File: src/rtl/prescaler_multi.sv
// rtl/prescaler_multi.sv - NCH independent programmable tick generators; PRESCALER_SQ_EN adds sq outputs
module prescaler_multi #(
    parameter int NCH         = 4,
    parameter int WIDTH       = 16,
    parameter int DEFAULT_DIV = 10,
    localparam int CH_W       = (NCH > 1) ? $clog2(NCH) : 1
) (
    input  logic             clk,
    input  logic             rst,
    input  logic             en,
    input  logic             wr,
    input  logic [CH_W-1:0]  wr_ch,
    input  logic [WIDTH-1:0] wr_div,
    input  logic [NCH-1:0]   mode,
    input  logic [NCH-1:0]   start,
    input  logic [NCH-1:0]   stop,
    input  logic             sync_clr,
    output logic [NCH-1:0]   p_e,
`ifdef PRESCALER_SQ_EN
    output logic [NCH-1:0]   sq,
`endif
    output logic [NCH-1:0]   busy
);

    typedef enum logic {IDLE, RUN} state_t;

    logic wr_ok;
    assign wr_ok = wr && (int'(wr_ch) < NCH);

    for (genvar i = 0; i < NCH; i++) begin : g_ch
        state_t           state;
        logic [WIDTH-1:0] cnt;
        logic [WIDTH-1:0] div;
        logic [WIDTH-1:0] sdiv;
        logic [WIDTH-1:0] last;
        logic             pend;
        logic             tick;
        logic             wr_hit;
        logic             xfer;

        // Divisors 0 and 1 both mean "every enabled cycle".
        assign last   = (div == '0) ? '0 : div - 1'b1;
        assign tick   = (state == RUN) && en && (cnt == last) && !sync_clr;
        assign wr_hit = wr_ok && (wr_ch == CH_W'(i));
        // The shadow divisor only moves at a period boundary, so a running
        // channel never sees a truncated period.
        assign xfer   = pend && (sync_clr || (state == IDLE) ||
                                 (!stop[i] && (start[i] || tick)));

        assign p_e[i]  = tick;
        assign busy[i] = (state == RUN);

        always_ff @(posedge clk) begin
            if (!rst) begin
                state <= IDLE;
                cnt   <= '0;
                div   <= WIDTH'(DEFAULT_DIV);
                sdiv  <= WIDTH'(DEFAULT_DIV);
                pend  <= 1'b0;
            end else begin
                if (xfer) begin
                    div  <= sdiv;
                    pend <= 1'b0;
                end
                if (wr_hit) begin
                    sdiv <= wr_div;
                    pend <= 1'b1;
                end

                if (sync_clr) begin
                    cnt <= '0;
                end else if (stop[i]) begin
                    state <= IDLE;
                    cnt   <= '0;
                end else if (start[i]) begin
                    state <= RUN;
                    cnt   <= '0;
                end else if (state == IDLE) begin
                    cnt <= '0;
                end else if (tick) begin
                    cnt <= '0;
                    if (mode[i]) begin
                        state <= IDLE;
                    end
                end else if (en) begin
                    cnt <= cnt + 1'b1;
                end
            end
        end

`ifdef PRESCALER_SQ_EN
        logic sq_r;

        always_ff @(posedge clk) begin
            if (!rst) begin
                sq_r <= 1'b0;
            end else if (sync_clr || stop[i]) begin
                sq_r <= 1'b0;
            end else if (start[i]) begin
                sq_r <= sq_r;
            end else if (state == IDLE) begin
                sq_r <= 1'b0;
            end else if (tick) begin
                sq_r <= mode[i] ? 1'b0 : ~sq_r;
            end
        end

        assign sq[i] = sq_r;
`endif
    end

endmodule

File: config.mk
export PLATFORM = sky130hd
export DESIGN_NAME = prescaler_multi
export DESIGN_NICKNAME = d
export VERILOG_FILES = /design/src/rtl/prescaler_multi.sv
export SDC_FILE = /design/constraint.sdc
export NUM_CORES = 1
export LEC_CHECK = 0
export CAP_MARGIN = 20
export CORE_UTILIZATION = 35
export DETAILED_ROUTE_END_ITERATION = 8
export DONT_BUFFER_PORTS = 1
export GPL_TIMING_DRIVEN = 0
export PLACE_DENSITY = 0.49
export SLEW_MARGIN = 20
export SYNTH_ARGS = -nofsm -noshare
export SYNTH_HDL_FRONTEND = slang
export SYNTH_SLANG_ARGS = --single-unit
File: constraint.sdc
create_clock -name clk -period 4.5 [get_ports clk]
set_input_delay 0.675 -clock clk [delete_from_list [all_inputs] [get_ports clk]]
set_output_delay 0.675 -clock clk [all_outputs]
set_load 0.1 [all_outputs]
Word level (Yosys, flattened, before mapping)
Index checks and enable logic that the tools add are counted.

cells by class
  muxes and demuxes = 32
  equal/unequal tests = 7
  reduce and logical (&&, ||, !) cells = 54
  bitwise operators = 5
  $add $sub $neg = 8

operators by type and width
  operator                                              count
  adder 16 x 1 -> 16 bit (second input constant)        4
  equality test 16 bit                                  4
  zero test 16 bit                                      4
  2-to-1 mux 16 bit                                     4
  subtractor 16 x 1 -> 16 bit (second input constant)   4
  2-to-1 mux 1 bit                                      28
  logical AND 1 bit                                     24
  OR reduction 6 bit                                    4
  logical OR 1 bit                                      12
  nonzero test 2 bit                                    4
  zero test 1 bit                                       5
  NOT 1 bit                                             5
  equality test 2 bit (second input constant)           2
  equality test 2 x 1 -> 1 bit (second input constant)  1
  zero test 2 bit                                       1

word-level totals
  input bits = 35
  bits in registers = 200

Depth between registers and ports, before layout
Gate-level depths: netlist of run 1.

  word-level depth = 11
  depth in mapped cells = 13
  depth with buffers taken out = 10

Worst setup path after synthesis of run 1
OpenSTA, ideal clock, no wires.

  kind = register -> output
  start point = reg g_ch[0].div[0]
  end point = out p_e[0]
  data arrival time = 3,109 ps
  stages on the path, launching flop included = 12
  buffers on the path = 2
  path slack = 716 ps
  cell sequence = dfxtp_1 > buf_6 > inv_1 > ha_1 > nor3b_1 > nand2_1 > xnor2_1 > a2111o_1 > a211o_1 > or4_1 > a2111oi_0 > buf_4

between the ends
  longest elaborated chain between the ends = 5

ends and longest elaborated chain
  what                                                             line  source
  start, declared                                                  33    logic [WIDTH-1:0] div;
  start signal, assigned                                           57    div <= WIDTH'(DEFAULT_DIV);
  start signal, assigned                                           62    div <= sdiv;
  subtractor 16 x 1 -> 16 bit or zero test 16 bit (tied branches)  42    assign last = (div == '0) ? '0 : div - 1'b1;
  2-to-1 mux 16 bit (*)                                            42
  equality test 16 bit (*)                                         43    assign tick = (state == RUN) && en && (cnt == last) && !sync_clr;
  logical AND 1 bit (*) (2 in a row)                               43
  end, declared                                                    18    output logic [NCH-1:0] p_e,

Every way passes the cells marked *; elsewhere a longest branch is shown, timed or not.

Worst setup path after layout of run 1
Same ends and word-level chain as after synthesis.

==> results.sh, run 1 <==
export IMPL_yosysSeqAreaShare_pct=33.06
export IMPL_post_drt_wl_per_cell_microns=17.59
export IMPL_syn2layout_area_growth_pct=10.12
export IMPL_critPathKind="flip-flop to output port"
export IMPL_syn_instance_count=1551
export IMPL_synth_top_area_share_pct=33.06
export IMPL_endpoint_kind="output port"
export IMPL_dpl_cell_area_sq_mm=0.01268
export IMPL_rsz0062_at_grt="yes"
export IMPL_fin_util_pct=39.48
export IMPL_fmax_ghz=0.2226
export IMPL_totalPowerFinal_mw=3.553
export IMPL_cts_sinks=200
export IMPL_cts_hold_fix_buffers=0
export IMPL_outcome="complete, no violations"
export IMPL_clkTransAtPathRegs_ns=0.08
export IMPL_place_congestion=0.8890
export IMPL_crit_chain="buf_6 > inv_1 > ha_1 > or3b_2 > nor3_1 > mux2i_2 > xor2_1 > nand3_1 > or4_1 > a2111oi_2 > buf_6"
export IMPL_worst_path_most_repeated_cell="buf_6"
export IMPL_yosys_top_cells_area="dfxtp_1, nand2_1, mux2i_1, xor2_1, nor2_1"
export IMPL_cp_slowest_cell="or3b_2"
export IMPL_clock_root_buffer="clkbuf_16"
export IMPL_first_pass_iters=5
export IMPL_io_pins=43
export IMPL_tightestPinTransition_ns=1.078
export IMPL_final_common_cell="nand2_1"
export IMPL_die_w_microns=188.0
export IMPL_grt_use_met1_pct=28.10
export IMPL_grt_use_met2_pct=32.12
export IMPL_drt_wl_total_microns=35740
export IMPL_slew_violations=0
export IMPL_syn_num_nets=1594
export IMPL_final_antenna_net_count=0
export IMPL_antenna_found_initial=0
export IMPL_synth_top_cell_by_area="dfxtp_1"
export IMPL_ys_seq_elements=200
export IMPL_slew_headroom_pct=28.14
export IMPL_cts_buffers=17
export IMPL_grt_max_degree=20
export IMPL_netlist_area_sq_mm=0.01211
export IMPL_setup_viol_count_final=0
export IMPL_dp_cells=1999
export IMPL_ir_drop_v=0.0002725
export IMPL_synth_ff_type="dfxtp_1"
export IMPL_fp_row_count=67
export IMPL_grt_pass1_wl_microns=56610
export IMPL_num_antenna_cells=0
export IMPL_viasPerCell=5.398
export IMPL_instances_no_fill=2032
export IMPL_cts_tree="done"
export IMPL_hold_class="input port to flip-flop"
export IMPL_initial_core_util_pct=35.85
export IMPL_p_int_mw=2.616
export IMPL_startpoint_type="flip-flop"
export IMPL_vias=10968
export IMPL_pwr_share_seq_pct=51.0
export IMPL_dp_hpwl_microns=27060
export IMPL_track_usage_pct=20.25
export IMPL_synth_edf_count=0
export IMPL_clock_skew_ns=0.01077
export IMPL_htreeDepth=4
export IMPL_cp_data_arrival_time_ns=3.82
export IMPL_clock_power_share_pct=43.4
export IMPL_power_leakage_nw=4.414
export IMPL_syn_avg_cell_area_sq_um=7.808
export IMPL_portBuffers=0
export IMPL_worst_slack_ns=0.007358
export IMPL_path_max_fanout=8
export IMPL_fill_cells=3558
export IMPL_cts_buffer_depth=2
export IMPL_fin_setup_tns_ns=0
export IMPL_final_nets=1614
export IMPL_insertion_delay_ns=0.44
export IMPL_maxCapViolations=0
export IMPL_die_h_microns=188.0
export IMPL_gr_usage_met3_pct=4.118
export IMPL_first_iter_violations=631
export IMPL_gr_total_overflow=0
export IMPL_fp_coreArea_sq_mm=0.03378
export IMPL_switching_power_mw=0.9373
export IMPL_cp_slowest_stage_delay_ns=0.54
export IMPL_p_sw_share_pct=26.38
export IMPL_pwr_share_comb_pct=5.6
export IMPL_min_period_ns=4.493
export IMPL_gr_max_usage_layer="met2"
export IMPL_async_flop_share_pct=0
export IMPL_worst_ep_required_time_ns=3.83
export IMPL_die_area_sq_mm=0.03535
export IMPL_holdWs_ns=0.3568
export IMPL_grt_pass1_vias=10186
export IMPL_yosysWarningCount=0
export IMPL_design_area_sq_mm=0.01334
export IMPL_final_cell_mix="nand2_1, dfxtp_1, nor2_1"
export IMPL_cellPowerDensity_mw_per_mm2=266.4
export IMPL_hold_viol=0
export IMPL_fin_crit_sh_pct=99.84
export IMPL_synth_cell_type_count=84
export IMPL_drc=0
export IMPL_layout_drive_gt1_share_pct=6.187
export IMPL_place_ws_ns=0.004504
-- kinds of logic (layout without fill, tap and decap cells) --
kind of cell | Yosys count | count (layout) | share of synthesized area [%]
AOI/OAI and AO/OA | 243 | 243 | 15.39
xor gates and xnor gates | 109 | 109 | 7.997
adders and majority gates | 8 | 8 | 0.8266
buffers and inverters | 155 | 188 | 5.538
DFF | 200 | 200 | 33.06
muxes | 78 | 78 | 6.447
and+or+nand+nor | 758 | 758 | 30.74
-- sequential cells by signal, summed over array words and instances, names as in the netlist --
| name | flops |
|---|---|
| g_ch.sdiv | 64 |
| g_ch.div | 64 |
| g_ch.pend | 4 |
| g_ch.state | 4 |
| g_ch.cnt | 64 |
-- power groups by stage --
stage / Combinational [mW] / Clock [mW] / Sequential (mW)
after floorplan: 0.149 / 0 / 1.85
after global placement: 0.198 / 0 / 1.85
after detailed placement: 0.200 / 0 / 1.85
after CTS: 0.201 / 1.59 / 1.81
after global routing: 0.219 / 1.66 / 1.82
final: 0.199 / 1.54 / 1.81
-- what timing repair did --
item / 4_1_cts / 5_1_grt
setup endpoints to repair: 2 / 4
buffers inserted: 0 / 1
gates resized for setup: 6 / 5
-- final timing paths --
kind / start / endpoint / slack, ns / cells after the start
max: g_ch[0].div[0] / p_e[0] / 0.007 / 11
min: wr_div[1] / g_ch[2].sdiv[1] / 0.36 / 2
max reg2reg: g_ch[2].div[0] / g_ch[2].div[9] / 0.50 / 12
min reg2reg: g_ch[2].sdiv[14] / g_ch[2].div[14] / 0.46 / 2
-- cell usage after synthesis, drive strengths merged (5+ instances only) --
cell / n
nand2b: 15
a21oi: 26
nor2b: 32
nor4: 37
xor2: 60
nor3: 26
o21ai: 28
or2: 9
o31ai: 9
inv: 34
nand4: 45
nor4b: 5
a211o: 8
clkbuf: 96
a2111oi: 12
nand2: 316
nor2: 129
or3: 23
and3: 16
nand3b: 6
a211oi: 11
xnor2: 48
a31oi: 12
buf: 25
or4: 18
a21boi: 62
mux2i: 78
o311ai: 5
nor3b: 10
nand3: 47
and4: 6
o211ai: 8
a22oi: 5
ha: 8
dfxtp: 200
-- critical path: cells and delay by family (launching register included) --
kind | cells | cell delay (ns)
buffers and inverters | 3 | 0.47
flip-flops | 1 | 0.31
AND/OR/NAND/NOR | 4 | 1.46
XOR/XNOR | 1 | 0.18
AO/OA/AOI/OAI | 1 | 0.35
multiplexers | 1 | 0.36
adder cells (fa/ha/maj) | 1 | 0.25
-- cell type report --
class | count | area (sq um) | share of cell area (%)
Timing Repair Buffer | 1 | 7.507 | 0.05629
Sequential cell | 200 | 4004 | 30.02
Tap cell | 448 | 560.5 | 4.203
Inverter | 34 | 127.6 | 0.9569
Buffer | 121 | 546.8 | 4.100
Multi-Input combinational cell | 1196 | 7510 | 56.31
Clock inverter | 12 | 133.9 | 1.004
Clock buffer | 20 | 446.7 | 3.349
-- per-layer routing --
| metal | up-vias | share of wire (%) |
|---|---|---|
| met1 | 5220 | 49 |
| met2 | 232 | 45 |
| met5 | - | 0 |
| met3 | 20 | 4.8 |
| met4 | 0 | 1.0 |
| li1 | 5496 | - |
Note: power is estimated with default switching activity, not from simulation.
==> run 2: changes to the inputs <==
--- a/config.mk
+++ b/config.mk
@@ -6,6 +6,7 @@
 export NUM_CORES = 1
 export LEC_CHECK = 0
 export CAP_MARGIN = 20
+export CORE_ASPECT_RATIO = 1.2
 export CORE_UTILIZATION = 35
 export DETAILED_ROUTE_END_ITERATION = 8
 export DONT_BUFFER_PORTS = 1
==> results.sh, run 2 (synthesis results as in run 1) <==
export IMPL_antenna_found_initial=1
export IMPL_slew_violations=0
export IMPL_grt_max_degree=20
export IMPL_initial_core_util_pct=35.54
export IMPL_pwr_share_seq_pct=50.2
export IMPL_cts_sinks=200
export IMPL_min_period_ns=4.296
export IMPL_totalPowerFinal_mw=3.605
export IMPL_tightestPinTransition_ns=1.061
export IMPL_insertion_delay_ns=0.46
export IMPL_gr_total_overflow=0
export IMPL_fp_coreArea_sq_mm=0.03407
export IMPL_worst_slack_ns=0.2042
export IMPL_vias=10824
export IMPL_portBuffers=0
export IMPL_ir_drop_v=0.0002741
export IMPL_instances_no_fill=2040
export IMPL_drc=0
export IMPL_die_w_microns=171.8
export IMPL_layout_drive_gt1_share_pct=6.566
export IMPL_maxCapViolations=0
export IMPL_final_antenna_net_count=0
export IMPL_largestRegisters="g_ch.cnt: 64 flops, g_ch.div: 64 flops, g_ch.sdiv: 64 flops"
export IMPL_power_leakage_nw=4.418
export IMPL_cellPowerDensity_mw_per_mm2=268.8
export IMPL_fin_setup_tns_ns=0
export IMPL_switching_power_mw=0.9526
export IMPL_hold_class="input port to flip-flop"
export IMPL_fill_cells=3596
export IMPL_p_int_mw=2.653
export IMPL_grt_pass1_vias=10465
export IMPL_cts_buffers=17
export IMPL_path_max_fanout=5
export IMPL_first_iter_violations=643
export IMPL_pwr_share_comb_pct=5.5
export IMPL_viasPerCell=5.306
export IMPL_final_cell_mix="nand2_1, dfxtp_1, nor2_1"
export IMPL_cts_tree="done"
export IMPL_endpoint_kind="output port"
export IMPL_setup_viol_count_final=0
export IMPL_die_h_microns=205.8
export IMPL_worst_ep_required_time_ns=3.83
export IMPL_io_pins=43
export IMPL_final_common_cell="nand2_1"
export IMPL_clock_root_buffer="clkbuf_16"
export IMPL_post_drt_wl_per_cell_microns=17.37
export IMPL_r2r_slack_ns=0.43
export IMPL_hold_viol=0
export IMPL_place_congestion=0.8975
export IMPL_track_usage_pct=20.85
export IMPL_startpoint_type="flip-flop"
export IMPL_htreeDepth=4
export IMPL_first_pass_iters=5
export IMPL_num_antenna_cells=0
export IMPL_critPathKind="flip-flop to output port"
export IMPL_clkTransAtPathRegs_ns=0.08
export IMPL_fmax_ghz=0.2328
export IMPL_cts_buffer_depth=2
export IMPL_cp_data_arrival_time_ns=3.62
export IMPL_slew_headroom_pct=29.25
export IMPL_final_nets=1614
export IMPL_dp_hpwl_microns=26850
export IMPL_cts_hold_fix_buffers=0
export IMPL_place_ws_ns=-0.02791
export IMPL_clock_skew_ns=0.01549
export IMPL_fin_crit_sh_pct=95.46
export IMPL_outcome="complete, no violations"
export IMPL_dp_cells=2007
export IMPL_grt_pass1_wl_microns=56810
export IMPL_clock_power_share_pct=44.2
export IMPL_p_sw_share_pct=26.42
export IMPL_syn2layout_area_growth_pct=10.74
export IMPL_drt_wl_total_microns=35440
export IMPL_fp_row_count=74
export IMPL_fin_util_pct=39.36
export IMPL_die_area_sq_mm=0.03535
==> run 2: power by group through the flow <==
| stage | clock network [mW] | logic (mW) | registers, mW |
|---|---|---|---|
| 2_1_floorplan | 0 | 0.149 | 1.85 |
| 4_1_cts | 1.64 | 0.200 | 1.81 |
| 6_report | 1.59 | 0.199 | 1.81 |
| 3_5_place_dp | 0 | 0.199 | 1.85 |
| 5_1_grt | 1.71 | 0.220 | 1.82 |
| 3_3_place_gp | 0 | 0.199 | 1.85 |
==> run 2: worst max-delay path, cell delays in order, from the launching register on <==
cell       delay [ns]
dfxtp_1          0.35
inv_1            0.10
ha_1             0.20
or3b_2           0.45
clkbuf_1         0.23
nor4_4           0.49
mux2i_1          0.32
xnor2_1          0.15
nor4_1           0.19
o2111ai_1        0.27
inv_1            0.12
buf_4            0.29
==> run 2: final cells by class <==
| type | count | area, sq um | share of cell area (%) |
|---|---|---|---|
| Multi-Input combinational cell | 1196 | 7570 | 56.44 |
| Sequential cell | 200 | 4004 | 29.85 |
| Tap cell | 456 | 570.5 | 4.254 |
| Buffer | 121 | 548.0 | 4.086 |
| Clock buffer | 19 | 432.9 | 3.228 |
| Clock inverter | 13 | 151.4 | 1.129 |
| Inverter | 34 | 127.6 | 0.9516 |
| Timing Repair Buffer | 1 | 7.507 | 0.05598 |
==> run 2: repair_timing <==
item	in CTS	in global routing
setup endpoints to repair	12	5
resized for setup	7	14
cloned	0	0
setup buffers	0	1
==> run 2: final timing paths <==
kind / start / endpoint / cells after the start
worst max-delay path: g_ch[2].div[0] / p_e[2] / 11
worst min register to register: g_ch[2].sdiv[14] / g_ch[2].div[14] / 2
worst max register to register: g_ch[2].div[0] / g_ch[2].div[13] / 12
worst min-delay path: wr_div[1] / g_ch[2].sdiv[1] / 2
==> run 2: layer usage <==
metal | share of wire, % | up-vias | GRT usage [%] | routed length (microns)
li1 | - | 5502 | - | -
met1 | 45 | 5091 | 25.84 | 16110
met2 | 47 | 190 | 35.21 | 16660
met3 | 5.0 | 41 | 4.443 | 1779
met4 | 2.5 | 0 | 7.649 | 885
met5 | 0 | - | 0 | 0
==> run 2: stage by stage <==
stage	hold slack (ns)	cell area (sq um)
final	0.3390	13410
after global routing	0.3192	13410
after CTS	0.3133	13310
after detailed placement	0.4551	12690
after global placement	0.4506	12680
after floorplan	0.4382	12110
